`config.mk`:
```
export PLATFORM = sky130hd
export DESIGN_NAME = testbasic07_source
export DESIGN_NICKNAME = d
export VERILOG_FILES = /design/src/rtl/testbasic07_source.sv
export SDC_FILE = /design/constraint.sdc
export NUM_CORES = 1
export LEC_CHECK = 0
export ABC_AREA = 1
export CORE_MARGIN = 3
export CORE_UTILIZATION = 53
export DETAILED_ROUTE_END_ITERATION = 8
export PLACE_DENSITY = 0.81
export SLEW_MARGIN = 20
export SYNTH_ARGS = -nofsm -noshare
export SYNTH_HDL_FRONTEND = slang
export SYNTH_SLANG_ARGS = --single-unit
```
`constraint.sdc`:
```
create_clock -name clk -period 2.3 [get_ports clk]
set_input_delay 0.46 -clock clk [delete_from_list [all_inputs] [get_ports clk]]
set_output_delay 0.46 -clock clk [all_outputs]
set_load 0.02 [all_outputs]
```
`src/rtl/testbasic07_source.sv`:
```
// Burst source: accepts a {start, step, count} config word, then streams an arithmetic
// sequence over a valid/ready port and reports the number of words sent.
module testbasic07_source #(
  parameter int CNT_W = 16
) (
  input  logic                    clk,
  input  logic                    rst,
  input  logic signed [31:0]      cfg_start,
  input  logic signed [31:0]      cfg_step,
  input  logic        [CNT_W-1:0] cfg_count,
  input  logic                    cfg_sync,
  output logic                    cfg_notify,
  output logic signed [31:0]      b_out,
  output logic                    b_out_notify,
  input  logic                    b_out_sync,
  output logic        [31:0]      m_out,
  output logic                    m_out_notify
);

  localparam int DATA_W = 32;

  typedef enum logic [1:0] {
    IDLE = 2'd0,
    RUN  = 2'd1,
    DONE = 2'd2
  } state_t;

  state_t                    state_q, state_d;
  logic signed [DATA_W-1:0]  value_q, value_d;
  logic signed [DATA_W-1:0]  step_q, step_d;
  logic        [CNT_W-1:0]   remaining_q, remaining_d;
  logic        [CNT_W-1:0]   sent_q, sent_d;
  logic        [DATA_W-1:0]  m_out_q, m_out_d;
  logic        [CNT_W-1:0]   sent_inc;

  // Plain two's-complement wrap: the sum is simply truncated to DATA_W bits.
  function automatic logic signed [DATA_W-1:0] wrap_add(
    input logic signed [DATA_W-1:0] a,
    input logic signed [DATA_W-1:0] b
  );
    return a + b;
  endfunction

  function automatic logic [DATA_W-1:0] zext(input logic [CNT_W-1:0] x);
    return DATA_W'(x);
  endfunction

  assign sent_inc = sent_q + CNT_W'(1);

  always_comb begin
    state_d     = state_q;
    value_d     = value_q;
    step_d      = step_q;
    remaining_d = remaining_q;
    sent_d      = sent_q;
    m_out_d     = m_out_q;
    case (state_q)
      IDLE: begin
        if (cfg_sync) begin
          value_d     = cfg_start;
          step_d      = cfg_step;
          remaining_d = cfg_count;
          sent_d      = '0;
          if (cfg_count == '0) begin
            state_d = DONE;
            m_out_d = '0;
          end else begin
            state_d = RUN;
          end
        end
      end
      RUN: begin
        if (b_out_sync) begin
          value_d     = wrap_add(value_q, step_q);
          remaining_d = remaining_q - CNT_W'(1);
          sent_d      = sent_inc;
          // m_out is loaded on the way into DONE so it is already valid with the strobe.
          if (remaining_q == CNT_W'(1)) begin
            state_d = DONE;
            m_out_d = zext(sent_inc);
          end
        end
      end
      DONE: begin
        state_d = IDLE;
      end
      default: begin
        state_d = IDLE;
      end
    endcase
  end

  always_ff @(posedge clk or negedge rst) begin
    if (!rst) begin
      state_q     <= IDLE;
      value_q     <= '0;
      step_q      <= '0;
      remaining_q <= '0;
      sent_q      <= '0;
      m_out_q     <= '0;
    end else begin
      state_q     <= state_d;
      value_q     <= value_d;
      step_q      <= step_d;
      remaining_q <= remaining_d;
      sent_q      <= sent_d;
      m_out_q     <= m_out_d;
    end
  end

  assign cfg_notify   = (state_q == IDLE);
  assign b_out_notify = (state_q == RUN);
  assign m_out_notify = (state_q == DONE);
  assign b_out        = value_q;
  assign m_out        = m_out_q;

endmodule

```
Word-level counts from Yosys, hierarchy flattened

Index checks and enable logic that the tools add are counted.

Bits in registers: 130
Input bits: 84
Output and inout bits: 67
Word-level logic and storage cells: 42

$add $sub $neg: 3
Equality and inequality tests: 7
Muxes and demuxes: 19
Reductions and logical operators: 7

Operator list:

| operator                | count |
|---|---|
| $mux W32                | 6 |
| $pmux W32 S2            | 2 |
| $mux W16                | 4 |
| $pmux W16 S2            | 2 |
| $add A32 B32 Y32        | 1 |
| $add A16 B1 Y16 const B | 1 |
| $eq A16 B1 Y1 const B   | 1 |
| $logic_not A16 Y1       | 1 |
| $sub A16 B1 Y16 const B | 1 |
| $mux W2                 | 4 |
| $ne A2 B1 Y1 const B    | 3 |
| $reduce_and A3 Y1       | 2 |
| $reduce_and A5 Y1       | 1 |
| $pmux W2 S2             | 1 |
| $eq A2 B1 Y1 const B    | 1 |
| $eq A2 B2 Y1 const B    | 1 |
| $logic_not A2 Y1        | 1 |
| $ne A2 B2 Y1 const B    | 1 |
| $reduce_and A2 Y1       | 1 |
| $reduce_bool A2 Y1      | 1 |

Longest topological paths before layout

Gate-level depths: netlist (run 1).

Depth after elaboration: 4
Gate-level depth with buffers: 14
Gate-level depth less buffers: 14

Worst setup path before layout (run 1)

OpenSTA, ideal clock, no wires.

Path kind: register to register
Start point: register value_q[0], in the netlist b_out[0]
End point: register value_q[22], in the netlist b_out[22]
Library setup time: 0.117 ns
Arrival: 1.936 ns
Required time: 2.183 ns
Slack: 0.248 ns
Stages on the path, launching flop included: 15
Buffers on the path: 0
Clock period less this slack: 2.052 ns
Path through: dfrtp_1 -> ha_1 -> fa_1 -> nand3_1 -> nand3_1 -> nand2_1 -> nand2_1 -> nand2_1 -> nand2_1 -> nand2_1 -> nand2_1 -> nand2_1 -> nand3_1 -> nand2_1 -> nand2_1

Longest elaborated chain between the ends: 3

Ends and longest elaborated chain:

| element                | line | source |
|---|---|---|
| start, declared        | 29   | `logic signed [DATA_W-1:0] value_q, value_d;` |
| start signal, assigned | 103  | `value_q <= value_d;` |
| $add A32 B32 Y32       | 41   | `return a + b;` |
| $mux W32               | 73   | `if (b_out_sync) begin` |
| $pmux W32 S2           | 57   | `case (state_q)` |

No other way between the ends. The select of a mux whose other input is x is not followed.
A chain may end at the register's enable or synchronous reset.

Worst setup path after layout (run 1)

Start point: register state_q[0]
End point: output cfg_notify

Longest elaborated chain between the ends: 1

Ends and longest elaborated chain:

| element                | line | source |
|---|---|---|
| start, declared        | 28   | `state_t state_q, state_d;` |
| start signal, assigned | 102  | `state_q <= state_d;` |
| $logic_not A2 Y1       | 111  | `assign cfg_notify = (state_q == IDLE);` |
| end, declared          | 12   | `output logic cfg_notify,` |

No other way between the ends.

==> flow_summary.ini, run 1 <==
[status]
outcome = complete, no violations

[die]
fp.dieW_um = 128.2
placementRows = 44
pin_count = 151
initial_core_util_pct = 54.26
core_um2 = 14590
die_y_um = 128.2
die_area_um2 = 16440

[final_layout]
syn2layout_area_growth_pct = 27.01
final.fill_count = 1238
finalNonFillerCells = 1472
post-route-util_pct = 68.92
diodes = 0
final_nets = 1394
layout-drive-gt1-share_pct = 8.152

[power_and_ir_drop]
ir_worst_vdd_v = 0.0009418
power_density_nw_per_um2 = 1684
report.power.total_mw = 16.93
p_leak_nw = 5.136

[timing]
finalHoldViolations = 0
finalSetupViolCount = 0
relSlewSlack_pct = 59.62
maxSlewViolCount = 0
max_freq_mhz = 461.8
fin_crit_ns = 2.165
final.setup_skew_ns = 0.005937
tightest_slew_ns = 0.6057
fin_crit_sh_pct = 94.14
rsz0062_at_grt = false
finalSetupTns_ns = 0

[cts]
clock_latency_ns = 0.42
cts_buffers = 17
htreeDepth = 4
cts_root_buffer = clkbuf_16
clock-sinks = 114
cts.clk_slew.worst_paths_ns = 0.06
tritoncts = yes
clock_path_buffers = 2

[grt]
grt_pass1_vias = 7467
grt_pass1_wl_um = 35100
track_usage_pct = 26.83
antenna_found_initial = 0
overflow = 0
grt_start_max_net_pins = 51

[worst_setup_path]
cp_max_fo = 5
critical_path.slowest_cell = clkdlybuf4s50_1
startpoint_type = flip-flop
path_cells = nor2_2 > clkdlybuf4s50_1
cpPeakStageDelay_ns = 0.63
cp.arrival_ns = 1.71
worstPathRequired_ns = 1.84
crit_path_end_kind = output port
path_class = flip-flop to output port

[synthesis]
synth_most_common_cell = nand2_1
synth_compound_area_share_pct = 8.661
synth_flop_cell = dfrtp_1
ys_warn_count = 0
synth.area.mux_share_pct = 4.552
synth.distinct_cells = 41
synth_top_family_by_area = simple AND/OR/NAND/NOR gates
synth-seq-area-share_pct = 36.04
ys_seq_elements = 114
syn_area_um2 = 7916
synthArstFlopShare_pct = 100.0
yosys.area_share.adder_pct = 5.627
synth-simple-area-share_pct = 31.77
synth_xor_area_share_pct = 2.323
syn_inst = 1139
ys_top_cells_by_count = nand2_1 (395), inv_1 (153), nor2_1 (115)
synth_top_area_share_pct = 36.04
synth_area_leader_cell = dfrtp_1
avgSynthCellArea_um2 = 6.950
synth_area_leaders = dfrtp_1 (36%), nand2_1 (19%), inv_1 (7.3%), nor2_1 (5.5%), ha_1 (5.4%)
synth-edff-count = 0

[job]
maxCapViolCount = 0

[drt]
drt-initial-drc-count = 535
drc = 0
routed_via_density = 5.173
drt_first_pass_iters = 5
wl_per_cell_um = 14.38
vias = 7615
routed_wl_um = 21160
antenna_left = 0

[place]
gp_congestion = 0.9614
hpwl_um = 15610
dp.cells = 1439
port_buffers = 134

[worst_hold_path]
hold_class = input pin to async pin
[worst max-delay path, delay by kind of cell, from the launching register on]
family	cells	cell delay [ns]
simple gates	1	0.20
flops	1	0.46
buf+inv	1	0.63
[metal layers]
metal  track usage (%)  share of wire (%)
met1             34.78                 45
met2             44.28                 48
met3             6.042                5.0
met4             9.238                2.3
met5                 0                  0
[stage by stage]
step           setup slack (ns)  hold WS [ns]  instance area (um2)
4_1_cts                 0.01786       0.03020                10050
2_1_floorplan            0.2478        0.1644                 7973
5_1_grt                0.005609       0.04598                10050
3_5_place_dp            0.02446        0.4713                 9434
3_3_place_gp            0.04921        0.4652                 9434
6_report                 0.1347       0.01214                10050
[cell type report]
class	instances	area, um2	share of cell area [%]
Clock buffer	23	478.0	4.754
Clock inverter	9	128.9	1.282
Inverter	155	581.8	5.786
Multi-Input combinational cell	838	4258	42.35
Sequential cell	114	2853	28.37
Tap cell	184	230.2	2.290
Timing Repair Buffer	149	1525	15.17
[flip-flops by register name (all words and copies together) (netlist names)]
signal / count
remaining_q: 16
state_q: 2
step_q: 32
sent_q: 16
m_out: 16
b_out: 32
[power breakdown]
| part | total, mW | internal [mW] | switching [mW] |
|---|---|---|---|
| registers | 3.48 | 2.85 | 0.634 |
| clock network | 2.73 | 1.78 | 0.944 |
| logic | 10.7 | 4.06 | 6.67 |
[layout by cell type (no fill, tap or decap), types with 3 or more instances in the layout]
cell               n
o21ai_1           19
a31oi_1            3
o21ai_0           42
ha_1              34
o211ai_1          11
buf_4             10
or2_2              3
clkdlybuf4s50_1  132
a21oi_1           30
bufinv_16          3
nor2_2             5
clkinv_2           3
buf_12             6
nand3_1           60
nand3_2            4
inv_1            153
nand2_1          395
xnor2_1            9
dfrtp_1          114
nand4_1            8
xor2_1            12
o21ai_2            6
nor4_1             5
clkbuf_8           3
clkbuf_16         17
mux2_2            32
clkbuf_1           3
nor2_1           115
conb_1            16
nor3_1             9
and2_1             3
[timing repair]
action	CTS	global route
pin swaps	1	0
buffers inserted	1	0
endpoints found under the setup margin	2	8
hold buffers	0	0
hold endpoints to repair	0	0
gates resized for setup	1	2
[worst paths after layout]
kind,start,to,slack [ns],cells past startpoint
min in group clk,m_out[3],m_out[3],0.48,2
worst max register to register,b_out[0],b_out[20],0.14,12
worst min register to register,m_out[3],m_out[3],0.48,2
worst min-delay path,rst,remaining_q[0],0.01,1
max in group asynchronous,rst,m_out[4],1.60,2
worst max-delay path,state_q[0],cfg_notify,0.13,2
[kinds of logic after synthesis]
kind of cell / Yosys count
compound gates: 120
other cells: 1
simple gates: 614
flops: 114
fa+ha+maj: 35
mux: 32
xor+xnor: 21
buf+inv: 202
Note: power is estimated with default switching activity, not from simulation.
==> inputs of run 2 (changes only) <==
CAP_MARGIN = 10   (was default)
CORE_UTILIZATION = 40   (was 53)
PLACE_DENSITY = default   (was 0.81)
==> run 2 against run 1 <==
- non-clock buffer count down 2
- count of clock-buffer cells in the layout down 6
- sequential share of layout area down 0.055 points
- critical endpoint is now m_out_notify
- maximum frequency up 0.17%
- hold slack worse by 0.011 ns
- final area up 0.24%
- setup slack better by 0.0037 ns
- routed wire length up 2.4%
- register-to-register slack better by 0.02 ns
- critical path depth up 1
- sequential cell count unchanged
- global-route usage down 6.0 points
==> flow_summary.ini, run 2 (synthesis results as in run 1) <==
[final_layout]
finalNonFillerCells = 1546
final.fill_count = 1917
final_cell_mix = nand2_1 (394), inv_1 (153), clkdlybuf4s50_1 (132), nor2_1 (115), dfrtp_1 (113)
syn2layout_area_growth_pct = 27.31
ff_latch_area_um2 = 2854
mostFrequentLayoutCell = nand2_1
diodes = 0
final_nets = 1392
layout-drive-gt1-share_pct = 8.398
stdcell_area_um2 = 10080
multiInputGateArea_um2 = 4260

[die]
die_y_um = 146.7
die_area_um2 = 21520
placementRows = 50
initial_core_util_pct = 41.49
pin_count = 151
fp.dieW_um = 146.7
core_um2 = 19080

[grt]
track_usage_pct = 20.82
grt_pass1_wl_um = 36300
grt_start_max_net_pins = 68
overflow = 0
grt_pass1_vias = 7362
antenna_found_initial = 0

[place]
port_buffers = 134
dp.cells = 1514
hpwl_um = 16360
gp_congestion = 0.8723
place_ws_ns = -0.02895
placed_cell_area_um2 = 9535

[worst_setup_path]
cp.arrival_ns = 1.70
crit_path_end_kind = output port
startpoint_type = flip-flop
r2r_start = b_out[0]
path_class = flip-flop to output port
cp_max_fo = 3
worstPathRequired_ns = 1.84
setup.worst_path.start = state_q[1]
rr_worst_depth = 14

[drt]
vias = 7367
wl_per_cell_um = 14.02
drt-initial-drc-count = 301
antenna_left = 0
routed_wl_um = 21680
drc = 0
routed_via_density = 4.765
drt_first_pass_iters = 5

[cts]
htreeDepth = 4
tritoncts = yes
cts_root_buffer = clkbuf_16
clock_latency_ns = 0.42
clock-sinks = 114
clock_path_buffers = 2
cts_buffers = 17
cts.clk_slew.worst_paths_ns = 0.06

[power_and_ir_drop]
p_leak_nw = 5.099
power_density_nw_per_um2 = 1636
ir_worst_vdd_v = 0.0008116

[worst_hold_path]
hold_class = input pin to async pin

[timing]
finalHoldViolations = 0
rsz0062_at_grt = false
fin_crit_ns = 2.162
whs_ns = 0.001091
max_freq_mhz = 462.6
finalSetupTns_ns = 0
fin_ws_ns = 0.1384
final.setup_skew_ns = 0.009764
tightest_slew_ns = 0.6024
maxSlewViolCount = 0
finalSetupViolCount = 0
fin_crit_sh_pct = 93.98
relSlewSlack_pct = 59.47

[status]
outcome = complete, no violations

[job]
maxCapViolCount = 0
-- run 2: cell count changes in the layout (fill, tap and decap cells not counted), moves of 2 or more --
| cell | delta |
|---|---|
| buf_4 | -3 |
| bufinv_16 | -3 |
| clkbuf_1 | -3 |
| clkbuf_8 | -3 |
| clkinv_2 | +2 |
| clkinv_4 | +2 |
| inv_6 | +4 |
-- run 2: where the power goes --
group | switching (mW) | total, mW | internal [mW]
combinational | 6.57 | 10.6 | 4.03
sequential | 0.622 | 3.47 | 2.85
clock | 1.04 | 2.42 | 1.38
-- run 2: layout make-up --
type                            instances  share of cell area, %
Sequential cell                       114                  28.32
Timing Repair Buffer                  147                  15.11
Clock inverter                         15                  1.080
Tap cell                              260                  3.228
Inverter                              155                  5.773
Clock buffer                           17                  4.221
Multi-Input combinational cell        838                  42.27
-- run 2: critical path: stages (launching register included) --
cell and delay (ns):
dfrtp_1 0.43, inv_1 0.13, nor2_1 0.11, clkdlybuf4s50_1 0.61
-- run 2: final timing paths --
| check | endpoint | slack (ns) |
|---|---|---|
| setup / recovery | m_out_notify | 0.14 |
| hold / removal | remaining_q[0] | 0.001 |
| setup reg to reg | b_out[24] | 0.16 |
| hold reg to reg | m_out[10] | 0.48 |
| max in group asynchronous | b_out[20] | 1.70 |
| min in group clk | m_out[10] | 0.48 |
-- run 2: metrics by stage --
stage / power, mW / utilization, %
final: 16.49 / 52.82
after global routing: 18.27 / 52.82
after CTS: 16.63 / 52.77
after floorplan: 11.02 / -
after global placement: 14.03 / 49.97
after detailed placement: 14.11 / 49.97
-- run 2: metal layers --
layer | share of wire (%) | track usage, % | vias up
met3 | 4.1 | 4.718 | 22
met4 | 1.3 | 5.503 | 0
met1 | 47 | 27.24 | 3378
li1 | - | - | 3821
met2 | 48 | 34.85 | 146
met5 | 0 | 0 | -
-- run 2: timing repair --
action,in CTS,in global routing
buffers inserted,0,0
pin swaps,0,0
hold buffers,0,0
setup endpoints to repair,1,7
resized for setup,1,3
endpoints found under the hold margin,0,0
==> inputs of run 3 (changes only) <==
RECOVER_POWER = 50   (was default)
==> run 3 against run 2 <==
- the run now ends with max-capacitance violations, max-slew violations left
- register-to-register slack about the same
- total power about the same
- global-route usage stayed put
- hold slack improved by 0.48 ns
- sequential cell count unchanged
- combinational power about the same
- largest cell class unchanged
- routed wire length is essentially flat
==> flow_summary.ini, run 3 (synthesis results as in run 1) <==
[status]
outcome = complete, but fails checks
violations = max-capacitance violations, max-slew violations

[drt]
drt_first_pass_iters = 5
drc = 0
routed_wl_um = 21690
antenna_left = 0
wl_per_cell_um = 14.03
vias = 7345
drt-initial-drc-count = 302
routed_via_density = 4.751

[die]
die_area_um2 = 21520
pin_count = 151
fp.dieW_um = 146.7
core_um2 = 19080
die_y_um = 146.7
initial_core_util_pct = 41.49
placementRows = 50

[worst_setup_path]
crit_buf_inv = 1
cp.arrival_ns = 1.73
path_cells = nor2_1 > clkdlybuf4s50_1
cpPeakStageDelay_ns = 0.65
crit_family = buffers and inverters
critical_path.slowest_cell = clkdlybuf4s50_1
path_class = flip-flop to output port
crit_path_end_kind = output port
worstPathRequired_ns = 1.84
cp_max_fo = 4
startpoint_type = flip-flop

[timing]
max_freq_mhz = 457.2
rsz0062_at_grt = false
relSlewSlack_pct = -34.03
fin_crit_ns = 2.187
tightest_slew_ns = 2.010
maxSlewViolCount = 30
fin_crit_sh_pct = 95.11
whs_ns = 0.4785
finalSetupViolCount = 0
finalHoldViolations = 0
final.setup_skew_ns = 0.01333

[power_and_ir_drop]
comb_power_share_pct = 64.2
pwr-share-seq_pct = 21.1
clkPwrFrac_pct = 14.7
internal_power_mw = 8.245
switching_power_mw = 8.232
power_density_nw_per_um2 = 1638
p_leak_nw = 5.089
p_sw_share_pct = 49.96
report.power.total_mw = 16.48
ir_worst_vdd_v = 0.0008122

[grt]
grt_pass1_wl_um = 36300
overflow = 0
antenna_found_initial = 0
grt_start_max_net_pins = 68
track_usage_pct = 20.82
grt_pass1_vias = 7362

[cts]
clock_path_buffers = 2
cts_buffers = 17
tritoncts = yes
clock-sinks = 114
cts.clk_slew.worst_paths_ns = 0.06
cts_root_buffer = clkbuf_16
postCtsSetupRepairBufs = 0
htreeDepth = 4
clock_latency_ns = 0.43

[job]
maxCapViolCount = 1

[final_layout]
final_cell_mix = nand2_1 (394), inv_1 (153), clkdlybuf4s50_1 (132), nor2_1 (116), dfrtp_1 (113)
post-route-util_pct = 52.71
layout-drive-gt1-share_pct = 8.243
mostFrequentLayoutCell = nand2_1
syn2layout_area_growth_pct = 27.04
stdcell_area_um2 = 10060
diodes = 0
final.fill_count = 1919
final_nets = 1392
finalNonFillerCells = 1546

[place]
placed_cell_area_um2 = 9535
gp_congestion = 0.8723
dp.cells = 1514
port_buffers = 134
hpwl_um = 16360

[worst_hold_path]
hold_class = flip-flop to flip-flop
-- run 3: changes by cell type in the layout (fill, tap and decap cells not counted), sizes merged --
| cell | previous run | this run |
|---|---|---|
| buf | 14 | 12 |
| clkbuf | 17 | 19 |
-- run 3: area by class of cell --
cell class,instances,area [um2],area share [%]
Inverter,155,581.8,5.785
Clock inverter,15,108.9,1.082
Sequential cell,114,2854,28.38
Timing Repair Buffer,147,1504,14.95
Tap cell,260,325.3,3.235
Multi-Input combinational cell,838,4258,42.34
Clock buffer,17,425.4,4.230
-- run 3: worst paths after layout --
| kind | end | slack [ns] | cells after the start | from |
|---|---|---|---|---|
| worst max-delay path | cfg_notify | 0.11 | 2 | state_q[0] |
| worst min-delay path | m_out[10] | 0.48 | 2 | m_out[10] |
| worst max register to register | b_out[24] | 0.17 | 14 | b_out[0] |
| worst min register to register | m_out[10] | 0.48 | 2 | m_out[10] |
| max in group asynchronous | state_q[0] | 0.39 | 1 | rst |
| min in group asynchronous | remaining_q[0] | 0.61 | 1 | rst |
-- run 3: through the flow --
step | TNS, ns | worst slack (ns)
after CTS | 0 | 0.03943
after detailed placement | -0.1556 | -0.02895
after global placement | -0.3611 | -0.03946
after global routing | 0 | 0.009032
final | 0 | 0.1126
after floorplan | 0 | 0.2478
-- run 3: worst register-to-register path: stages, from the launching register on --
cell,delay (ns)
dfrtp_1,0.39
ha_1,0.24
fa_2,0.38
nand3_1,0.11
nand3_2,0.11
nand2_1,0.08
nand2_1,0.10
nand2_1,0.09
nand2_1,0.09
nand2_1,0.10
nand2_1,0.07
nand2_1,0.06
nand3_1,0.09
nand2_1,0.08
nand2_1,0.04
-- run 3: per-layer routing --
layer,vias to the layer above,global-route usage (%),share of wire (%)
met5,-,0,0
met1,3366,27.24,47
met4,0,5.503,1.3
li1,3819,-,-
met2,138,34.85,48
met3,22,4.718,4.3
-- run 3: timing repair --
| action | CTS | global route |
|---|---|---|
| hold buffers | 0 | 0 |
| endpoints found under the setup margin | 1 | 7 |
| resized for setup | 1 | 3 |
-- run 3: power by group through the flow --
stage | clock network (mW) | logic [mW] | registers, mW
2_1_floorplan | 0 | 7.30 | 3.72
3_3_place_gp | 0 | 10.5 | 3.50
3_5_place_dp | 0 | 10.6 | 3.50
4_1_cts | 2.48 | 10.7 | 3.48
5_1_grt | 2.56 | 12.1 | 3.58
6_report | 2.42 | 10.6 | 3.47
